### src/rtl/mul_pkg.sv
// Shared definitions for the multiplier arbiter: funct3 codes, sequencer states
// and the two-way round-robin pick used by rr_arb2.
package mul_pkg;

    localparam logic [2:0] MUL_OP_MUL    = 3'b000;
    localparam logic [2:0] MUL_OP_MULH   = 3'b001;
    localparam logic [2:0] MUL_OP_MULHSU = 3'b010;
    localparam logic [2:0] MUL_OP_MULHU  = 3'b011;

    typedef enum logic [1:0] {
        IDLE   = 2'd0,
        RUN    = 2'd1,
        SETTLE = 2'd2
    } mul_arb_state_t;

    localparam int unsigned MUL_LATENCY = 32'd5;

    // last=1 means requester 1 was granted most recently, so requester 0 wins a tie.
    function automatic logic [1:0] rr_pick(input logic [1:0] eligible, input logic last);
        logic [1:0] grant;
        case (eligible)
            2'b01:   grant = 2'b01;
            2'b10:   grant = 2'b10;
            2'b11:   grant = last ? 2'b01 : 2'b10;
            default: grant = 2'b00;
        endcase
        return grant;
    endfunction

endpackage

### src/rtl/rr_arb2.sv
// Two-way round-robin arbiter: combinational grant, registered last-grant pointer
// that only advances when the grant is actually taken.
module rr_arb2
    import mul_pkg::*;
(
    input  logic       clk,
    input  logic       rst_n,
    input  logic [1:0] eligible,
    input  logic       accept,
    output logic [1:0] grant
);

    logic last_r;

    // Grant decode from current eligibility and the last-grant pointer.
    always_comb begin
        grant = rr_pick(eligible, last_r);
    end

    // Last-grant pointer, moved only on a taken grant.
    always_ff @(posedge clk) begin
        if (!rst_n) begin
            last_r <= 1'b1;
        end else if (accept) begin
            last_r <= grant[1];
        end else begin
            last_r <= last_r;
        end
    end

endmodule

### src/rtl/mul_arbiter.sv
// Shares one sequential multiplier between two requesters: round-robin accept,
// start/operand hold sequencing, and a one-entry response buffer per requester.
module mul_arbiter
    import mul_pkg::*;
#(
    parameter int XLEN = 32
) (
    input  logic            clk,
    input  logic            rst_n,
    input  logic            req0_valid,
    output logic            req0_ready,
    input  logic [2:0]      req0_op,
    input  logic [XLEN-1:0] req0_op1,
    input  logic [XLEN-1:0] req0_op2,
    input  logic            req1_valid,
    output logic            req1_ready,
    input  logic [2:0]      req1_op,
    input  logic [XLEN-1:0] req1_op1,
    input  logic [XLEN-1:0] req1_op2,
    output logic            resp0_valid,
    input  logic            resp0_ready,
    output logic [XLEN-1:0] resp0_result,
    output logic            resp1_valid,
    input  logic            resp1_ready,
    output logic [XLEN-1:0] resp1_result,
    output logic            mul_start,
    output logic [2:0]      mul_op,
    output logic [XLEN-1:0] mul_op1,
    output logic [XLEN-1:0] mul_op2,
    input  logic [XLEN-1:0] mul_result,
    input  logic            mul_done
);

    mul_arb_state_t  state_r;
    mul_arb_state_t  state_s;
    logic [1:0]      eligible_s;
    logic [1:0]      grant_s;
    logic            accept_s;
    logic            id_r;
    logic [2:0]      op_r;
    logic [XLEN-1:0] op1_r;
    logic [XLEN-1:0] op2_r;
    logic            start_r;
    logic            resp0_valid_r;
    logic            resp1_valid_r;
    logic [XLEN-1:0] resp0_result_r;
    logic [XLEN-1:0] resp1_result_r;

    // A full buffer blocks its owner, even in the cycle it is being popped.
    always_comb begin
        eligible_s = {req1_valid & ~resp1_valid_r, req0_valid & ~resp0_valid_r};
    end

    rr_arb2 u_rr_arb2 (
        .clk      (clk),
        .rst_n    (rst_n),
        .eligible (eligible_s),
        .accept   (accept_s),
        .grant    (grant_s)
    );

    // Acceptance and per-port ready; nothing is accepted while reset is asserted.
    always_comb begin
        accept_s   = 1'b0;
        req0_ready = 1'b0;
        req1_ready = 1'b0;
        if (rst_n && (state_r == IDLE)) begin
            accept_s   = |grant_s;
            req0_ready = grant_s[0];
            req1_ready = grant_s[1];
        end else begin
            accept_s   = 1'b0;
            req0_ready = 1'b0;
            req1_ready = 1'b0;
        end
    end

    // Sequencer next state; a stray mul_done outside RUN has no effect.
    always_comb begin
        state_s = state_r;
        case (state_r)
            IDLE: begin
                if (accept_s) begin
                    state_s = RUN;
                end else begin
                    state_s = IDLE;
                end
            end
            RUN: begin
                if (mul_done) begin
                    state_s = SETTLE;
                end else begin
                    state_s = RUN;
                end
            end
            SETTLE:  state_s = IDLE;
            default: state_s = IDLE;
        endcase
    end

    // State and start registers; start mirrors RUN one-for-one.
    always_ff @(posedge clk) begin
        if (!rst_n) begin
            state_r <= IDLE;
            start_r <= 1'b0;
        end else begin
            state_r <= state_s;
            start_r <= (state_s == RUN);
        end
    end

    // Request capture; held until the next acceptance so mul sees stable op/operands.
    always_ff @(posedge clk) begin
        if (!rst_n) begin
            id_r  <= 1'b0;
            op_r  <= 3'b000;
            op1_r <= '0;
            op2_r <= '0;
        end else if (accept_s) begin
            id_r  <= grant_s[1];
            op_r  <= grant_s[1] ? req1_op  : req0_op;
            op1_r <= grant_s[1] ? req1_op1 : req0_op1;
            op2_r <= grant_s[1] ? req1_op2 : req0_op2;
        end else begin
            id_r  <= id_r;
            op_r  <= op_r;
            op1_r <= op1_r;
            op2_r <= op2_r;
        end
    end

    // Response buffer 0: filled on SETTLE exit, drained by the handshake.
    always_ff @(posedge clk) begin
        if (!rst_n) begin
            resp0_valid_r  <= 1'b0;
            resp0_result_r <= '0;
        end else if ((state_r == SETTLE) && (id_r == 1'b0)) begin
            resp0_valid_r  <= 1'b1;
            resp0_result_r <= mul_result;
        end else if (resp0_valid_r && resp0_ready) begin
            resp0_valid_r  <= 1'b0;
            resp0_result_r <= resp0_result_r;
        end else begin
            resp0_valid_r  <= resp0_valid_r;
            resp0_result_r <= resp0_result_r;
        end
    end

    // Response buffer 1: same discipline as buffer 0.
    always_ff @(posedge clk) begin
        if (!rst_n) begin
            resp1_valid_r  <= 1'b0;
            resp1_result_r <= '0;
        end else if ((state_r == SETTLE) && (id_r == 1'b1)) begin
            resp1_valid_r  <= 1'b1;
            resp1_result_r <= mul_result;
        end else if (resp1_valid_r && resp1_ready) begin
            resp1_valid_r  <= 1'b0;
            resp1_result_r <= resp1_result_r;
        end else begin
            resp1_valid_r  <= resp1_valid_r;
            resp1_result_r <= resp1_result_r;
        end
    end

    assign mul_start    = start_r;
    assign mul_op       = op_r;
    assign mul_op1      = op1_r;
    assign mul_op2      = op2_r;
    assign resp0_valid  = resp0_valid_r;
    assign resp0_result = resp0_result_r;
    assign resp1_valid  = resp1_valid_r;
    assign resp1_result = resp1_result_r;

endmodule

### config.mk
export PLATFORM = sky130hd
export DESIGN_NAME = mul_arbiter
export DESIGN_NICKNAME = d
export VERILOG_FILES = /design/src/rtl/mul_pkg.sv /design/src/rtl/rr_arb2.sv /design/src/rtl/mul_arbiter.sv
export SDC_FILE = /design/constraint.sdc
export NUM_CORES = 1
export LEC_CHECK = 0
export ABC_AREA = 1
export CORE_ASPECT_RATIO = 0.8
export CORE_UTILIZATION = 44
export DETAILED_ROUTE_END_ITERATION = 6
export GPL_TIMING_DRIVEN = 0
export HOLD_SLACK_MARGIN = 0.03
export PLACE_DENSITY = 0.87
export RECOVER_POWER = 100
export SETUP_SLACK_MARGIN = 0.1
export SYNTH_ARGS = -nofsm -noshare
export SYNTH_HDL_FRONTEND = slang
export SYNTH_SLANG_ARGS = --single-unit
### constraint.sdc
create_clock -name clk -period 2.7 [get_ports clk]
set_input_delay 0.405 -clock clk [delete_from_list [all_inputs] [get_ports clk]]
set_output_delay 0.405 -clock clk [all_outputs]
set_load 0.01 [all_outputs]
==> results of run 1 <==
## layout make-up
class                           instances  area [µm²]
Fill cell                            1124        3501
Timing Repair Buffer                  308        3078
Sequential cell                       138        2763
Multi-Input combinational cell        490        2306
Inverter                              208       780.7
Clock buffer                           17       425.4
Buffer                                 63       312.8
Tap cell                              180       225.2
Clock inverter                         15       206.4
## cell families (layout without fill, tap and decap cells)
logic type / count (synthesis) / after routing / share of synthesized area (%)
DFF: 138 / 138 / 44.85
AOI/OAI and AO/OA: 200 / 200 / 16.25
buffers and inverters: 271 / 611 / 17.88
and+or+nand+nor: 290 / 290 / 21.02
## registers in the layout (all words and copies together) (netlist names)
register          cells
resp0_result         32
mul_op2              32
mul_op1              32
state_r               2
resp1_valid           1
mul_start             1
resp1_result         32
mul_op                3
id_r                  1
resp0_valid           1
u_rr_arb2.last_r      1
## through the flow
stage	TNS, ps	hold WS, ps
2_1_floorplan	0	442.1
3_3_place_gp	-103.6	430.1
3_5_place_dp	-150.0	434.2
4_1_cts	0	444.1
5_1_grt	0	456.0
6_report	0	439.1
## path summary, 6_finish.rpt
path / slack (ps) / from / endpoint / cells after the start
setup / recovery: 330 / rst_n / mul_op2[17]$_SDFFE_PN0P_ / 10
setup reg to reg: 590 / state_r[1]$_SDFF_PN0_ / mul_op2[17]$_SDFFE_PN0P_ / 10
hold / removal: 440 / resp1_result[3]$_SDFFE_PN0P_ / resp1_result[3]$_SDFFE_PN0P_ / 2
hold reg to reg: 440 / resp1_result[3]$_SDFFE_PN0P_ / resp1_result[3]$_SDFFE_PN0P_ / 2
## report_power, final
part           internal (W)  switching [W]  leakage [nW]  total (W)
registers           0.00216      0.0000557          1.13    0.00221
clock network       0.00150       0.000985         0.300    0.00248
logic              0.000552       0.000525          3.30    0.00108
## placed cells by master, fill, tap and decap left out, types with 4 or more instances in the layout
master / count
clkbuf_1: 33
inv_6: 5
nand3_1: 137
nand2_1: 142
clkbuf_16: 17
o21ai_0: 64
buf_4: 4
clkdlybuf4s50_1: 170
inv_1: 206
a21oi_1: 136
buf_6: 5
dfxtp_1: 138
dlygate4sd3_1: 135
buf_2: 17
## metal layers
layer  track usage [%]  up-vias
met3             7.156       61
met1             35.66     3160
met2             47.74      300
li1                  -     3465
met4             13.40        0
met5                 0        -
## worst max-delay path: cells and delay by family
kind | cells | cell delay [ps]
buf+inv | 5 | 1350
simple gates | 5 | 900
## repair_timing
item / CTS / global route
cloned: 0 / 0
pin swaps: 0 / 0
resized for setup: 7 / 4
setup endpoints to repair: 2 / 2
==> metrics.txt, run 1 <==
crit start category=input pin; Final Hold Viols=0; maxcap violations=0; VDD IR max=between 0.4 and 0.5 mV; num rows=38; antenna violations before repair=0; most frequent cell after synthesis=inv_1; Crit path top cell by count=nand2_1; First-pass DRT Iterations=5; clock latency on the worst-skew pair=410 ps; Yosys reg bits=roughly 140; RSZ-0062 raised after global routing=no; final worst slack=~330 ps; Post-CTS Setup Inserts=0; drc violations=0; pin count of the biggest net entering global routing=17; final core occ=74.25%; die height=between 100 and 150 µm; Final min period=between 2000 and 2500 ps; largest cells by area after synthesis=dfxtp_1, inv_1, nand3_1; worst stage delay on the critical path=just over 600 ps; proportion of layout cells with a drive suffix above 1=5.569%; clock skew=between 10 and 15 ps; sequential area share after synthesis=approximately 45%; vias=6986; Tcrit/Tclk final=~90%; placed wire-length estimate=between 15000 and 20000 µm; initial drt markers=approximately 450; gpl congestion=0.8785; initial core utilization=45.30%; Relative slew margins=a little under three fifths; P_leak=4.727 nW; ys async rst share=0%; clk sinks=138; core box area=~14000 µm²; setup violators final=0; commonest cells in the netlist=inv_1, nand2_1, dfxtp_1, nand3_1, a21oi_1; WL met3=about 1500 µm; leading area contributor after synthesis=dfxtp_1; Slew @ Worst Pin=around 640 ps; M1 WL=just under 9000 µm; Power Total=just under 0.006 W; area delta synth->final=63.92%; pre-CTS setup slack=-135.9 ps; Final Cell Area=10100 µm²; placed cells=~1.4k; Pwr Density=571.3 nW/µm²; Routed WL=21200 µm; Synth top area share=between 40% and 50%; Data arrival, critical path=~2700 ps; first-pass GRT wire length=roughly 33000 µm; worst-path cell with the longest stage delay=dlygate4sd3_1; Netlist cell types=21; port buffer count=slightly above 300; synthesized area per cell=between 6 and 7 µm²; Post-DRT Antenna Nets=0; Slew Viols, Final=0; WL met2=9912 µm; drt wl/cell=about 15 µm; nets=1399; clock-pin slew on the worst setup and hold paths=about 60 ps; Antenna Cells=0; CTS tree=built; placement-stage cell area=about 9500 µm²; H-tree depth=4; Critical Path Sink Type=flop; Critical Path RT=about 3000 ps; max layer used=met4; clock buffer count from CTS=17; ys flop type=dfxtp_1; Netlist Area Pre-Place=between 6000 and 7000 µm²; vias in the first global route=about 6.5k; Post-Syn Nets=1072; Hold Crit Class=flop to flop; status=finished, final reports clean; die area=~14000 µm²; fin cells=between 1k and 1.5k; overall fraction of global-route tracks in use=slightly below 30%; CTS Root Cell=clkbuf_16; Crit Path Category=input pin to flop; I/O pin cnt=roughly 310; hold buffers post-CTS=0; Vias/cell=between 4 and 5; Clock Path Buffers=2; Syn Inst Count=899; number of synthesized flops with an enable pin=0; cells along the critical path=dlygate4sd3_1 > nand2_1 > nor2_1 > nand2_1 > inv_1 > buf_6 > clkbuf_2 > nand3_1 > nand2_1 > inv_1; total gr overflow=0; DIE WIDTH=between 100 and 150 µm; Syn. warnings=0; fmax=approximately 0.42 GHz; Crit Path Max Fanout=10
No activity file was read; power rests on OpenSTA's default activity.
==> run 2, diff against run 1 <==
--- a/config.mk
+++ b/config.mk
@@ -11,7 +11,7 @@
 export DETAILED_ROUTE_END_ITERATION = 6
 export GPL_TIMING_DRIVEN = 0
 export HOLD_SLACK_MARGIN = 0.03
-export PLACE_DENSITY = 0.87
+export PLACE_DENSITY = 0.95
 export RECOVER_POWER = 100
 export SETUP_SLACK_MARGIN = 0.1
 export SYNTH_ARGS = -nofsm -noshare
==> metrics.txt, run 2 (synthesis results as in run 1) <==
Antenna Cells=0; Slew @ Worst Pin=between 600 and 700 ps; Final Hold Viols=0; maxcap violations=0; pin count of the biggest net entering global routing=17; Critical Path RT=approximately 3000 ps; Tcrit/Tclk final=92.15%; placement-stage cell area=9468 µm²; Vias/cell=5.026; Hold Crit Class=flop to flop; Data arrival, critical path=2790 ps; Post-DRT Antenna Nets=0; register area=2763 µm²; area of the multi-input gates=2298 µm²; Reg2Reg Setup Slack=between 400 and 500 ps; DIE WIDTH=approximately 130 µm; Final Cell Area=10060 µm²; overall fraction of global-route tracks in use=29.22%; antenna violations before repair=0; net load switching power=approximately 0.0015 W; num rows=38; clock skew=9.858 ps; vias in the first global route=roughly 6.6k; CTS tree=built; Crit Path Category=input pin to flop; CTS Root Cell=clkbuf_16; drc violations=0; FILL cells=1019; total gr overflow=0; fmax=approximately 0.40 GHz; P_leak=4.693 nW; Pwr Density=around 560 nW/µm²; hold buffers post-CTS=0; First-pass DRT Iterations=6; Relative slew margins=approximately three fifths; nets=about 1.4k; clock latency on the worst-skew pair=slightly above 400 ps; initial core utilization=between 40% and 50%; Clock Path Buffers=2; Slew Viols, Final=0; Flop pwr share=approximately two fifths; most common cell after layout, fill and taps aside=inv_1; Final min period=about 2500 ps; TNS Setup=0 ps; area delta synth->final=63.38%; placed cells=around 1.4k; Crit Path Max Fanout=10; Cell Int Power=roughly 0.0041 W; setup violators final=0; first-pass GRT wire length=approximately 33000 µm; clock buffer count from CTS=17; most frequent cells in the layout=inv_1, clkdlybuf4s50_1, nand2_1; crit start category=input pin; clock-pin slew on the worst setup and hold paths=~60 ps; Power Total=0.005654 W; Critical Path Sink Type=flop; gpl congestion=between 0.8 and 0.9; clk sinks=between 100 and 150; VDD IR max=approximately 0.39 mV; combinational share of power=a little under a fifth; vias=a little over 7k; RSZ-0062 raised after global routing=no; drt wl/cell=15.26 µm; pre-CTS setup slack=-136.6 ps; H-tree depth=4; Clock power frac=41.6%; core box area=between 10000 and 15000 µm²; proportion of layout cells with a drive suffix above 1=under 10%; I/O pin cnt=approximately 300; initial drt markers=slightly above 500; die area=14480 µm²; fin cells=~1.4k; status=finished, final reports clean; die height=107.8 µm; switching portion of total power=a little over a quarter; Routed WL=around 22000 µm; port buffer count=roughly 300; placed wire-length estimate=around 17000 µm; final worst slack=211.9 ps
-- run 2: repair_timing --
action / 4_1_cts / 5_1_grt
setup endpoints to repair: 2 / 2
buffers inserted: 1 / 0
hold endpoints to repair: 0 / 0
pin swaps: 0 / 1
resized for setup: 5 / 5
-- run 2: final cells by class --
cell class / instances / share of cell area, %
plain buffers: 63 / 3.083
clock buffers: 18 / 4.364
clock inverters: 14 / 1.567
inverters: 208 / 7.758
multi-input cells: 490 / 22.84
flip-flops and latches: 138 / 27.45
well taps: 180 / 2.238
repair buffers: 309 / 30.70
-- run 2: through the flow --
stage	utilization [%]	hold WS, ps
finish	74.01	440.2
global route	74.01	456.8
CTS	74.19	444.2
detailed placement	69.63	434.7
global placement	69.63	430.8
floorplan	-	442.1
-- run 2: worst paths after layout --
path	startpoint	to	cells after the start
worst max-delay path	rst_n	mul_op2[14]$_SDFFE_PN0P_	10
worst max register to register	state_r[1]$_SDFF_PN0_	mul_op2[14]$_SDFFE_PN0P_	10
worst min register to register	resp1_result[31]$_SDFFE_PN0P_	resp1_result[31]$_SDFFE_PN0P_	2
worst min-delay path	resp1_result[31]$_SDFFE_PN0P_	resp1_result[31]$_SDFFE_PN0P_	2
-- run 2: power groups by stage --
stage,combinational [W],clock [W],sequential (W)
finish,0.00109,0.00235,0.00222
floorplan,0.000434,0,0.00231
global placement,0.00109,0,0.00226
CTS,0.00113,0.00239,0.00222
global route,0.00119,0.00249,0.00223
detailed placement,0.00112,0,0.00226
-- run 2: worst max-delay path: stages --
cell,delay [ps]
dlygate4sd3_1,610
nand2_1,70
nor2_1,210
nand2_1,300
inv_1,240
clkbuf_1,500
buf_6,230
nand3_1,100
nand2_1,70
inv_1,40
-- run 2: layer usage --
| metal | vias to the layer above | track usage, % | wire length [µm] |
|---|---|---|---|
| met5 | - | 0 | 0 |
| met4 | 0 | 12.12 | 732 |
| met3 | 56 | 7.250 | 1598 |
| met2 | 334 | 48.78 | 10370 |
| met1 | 3276 | 35.94 | 8966 |
| li1 | 3471 | - | - |
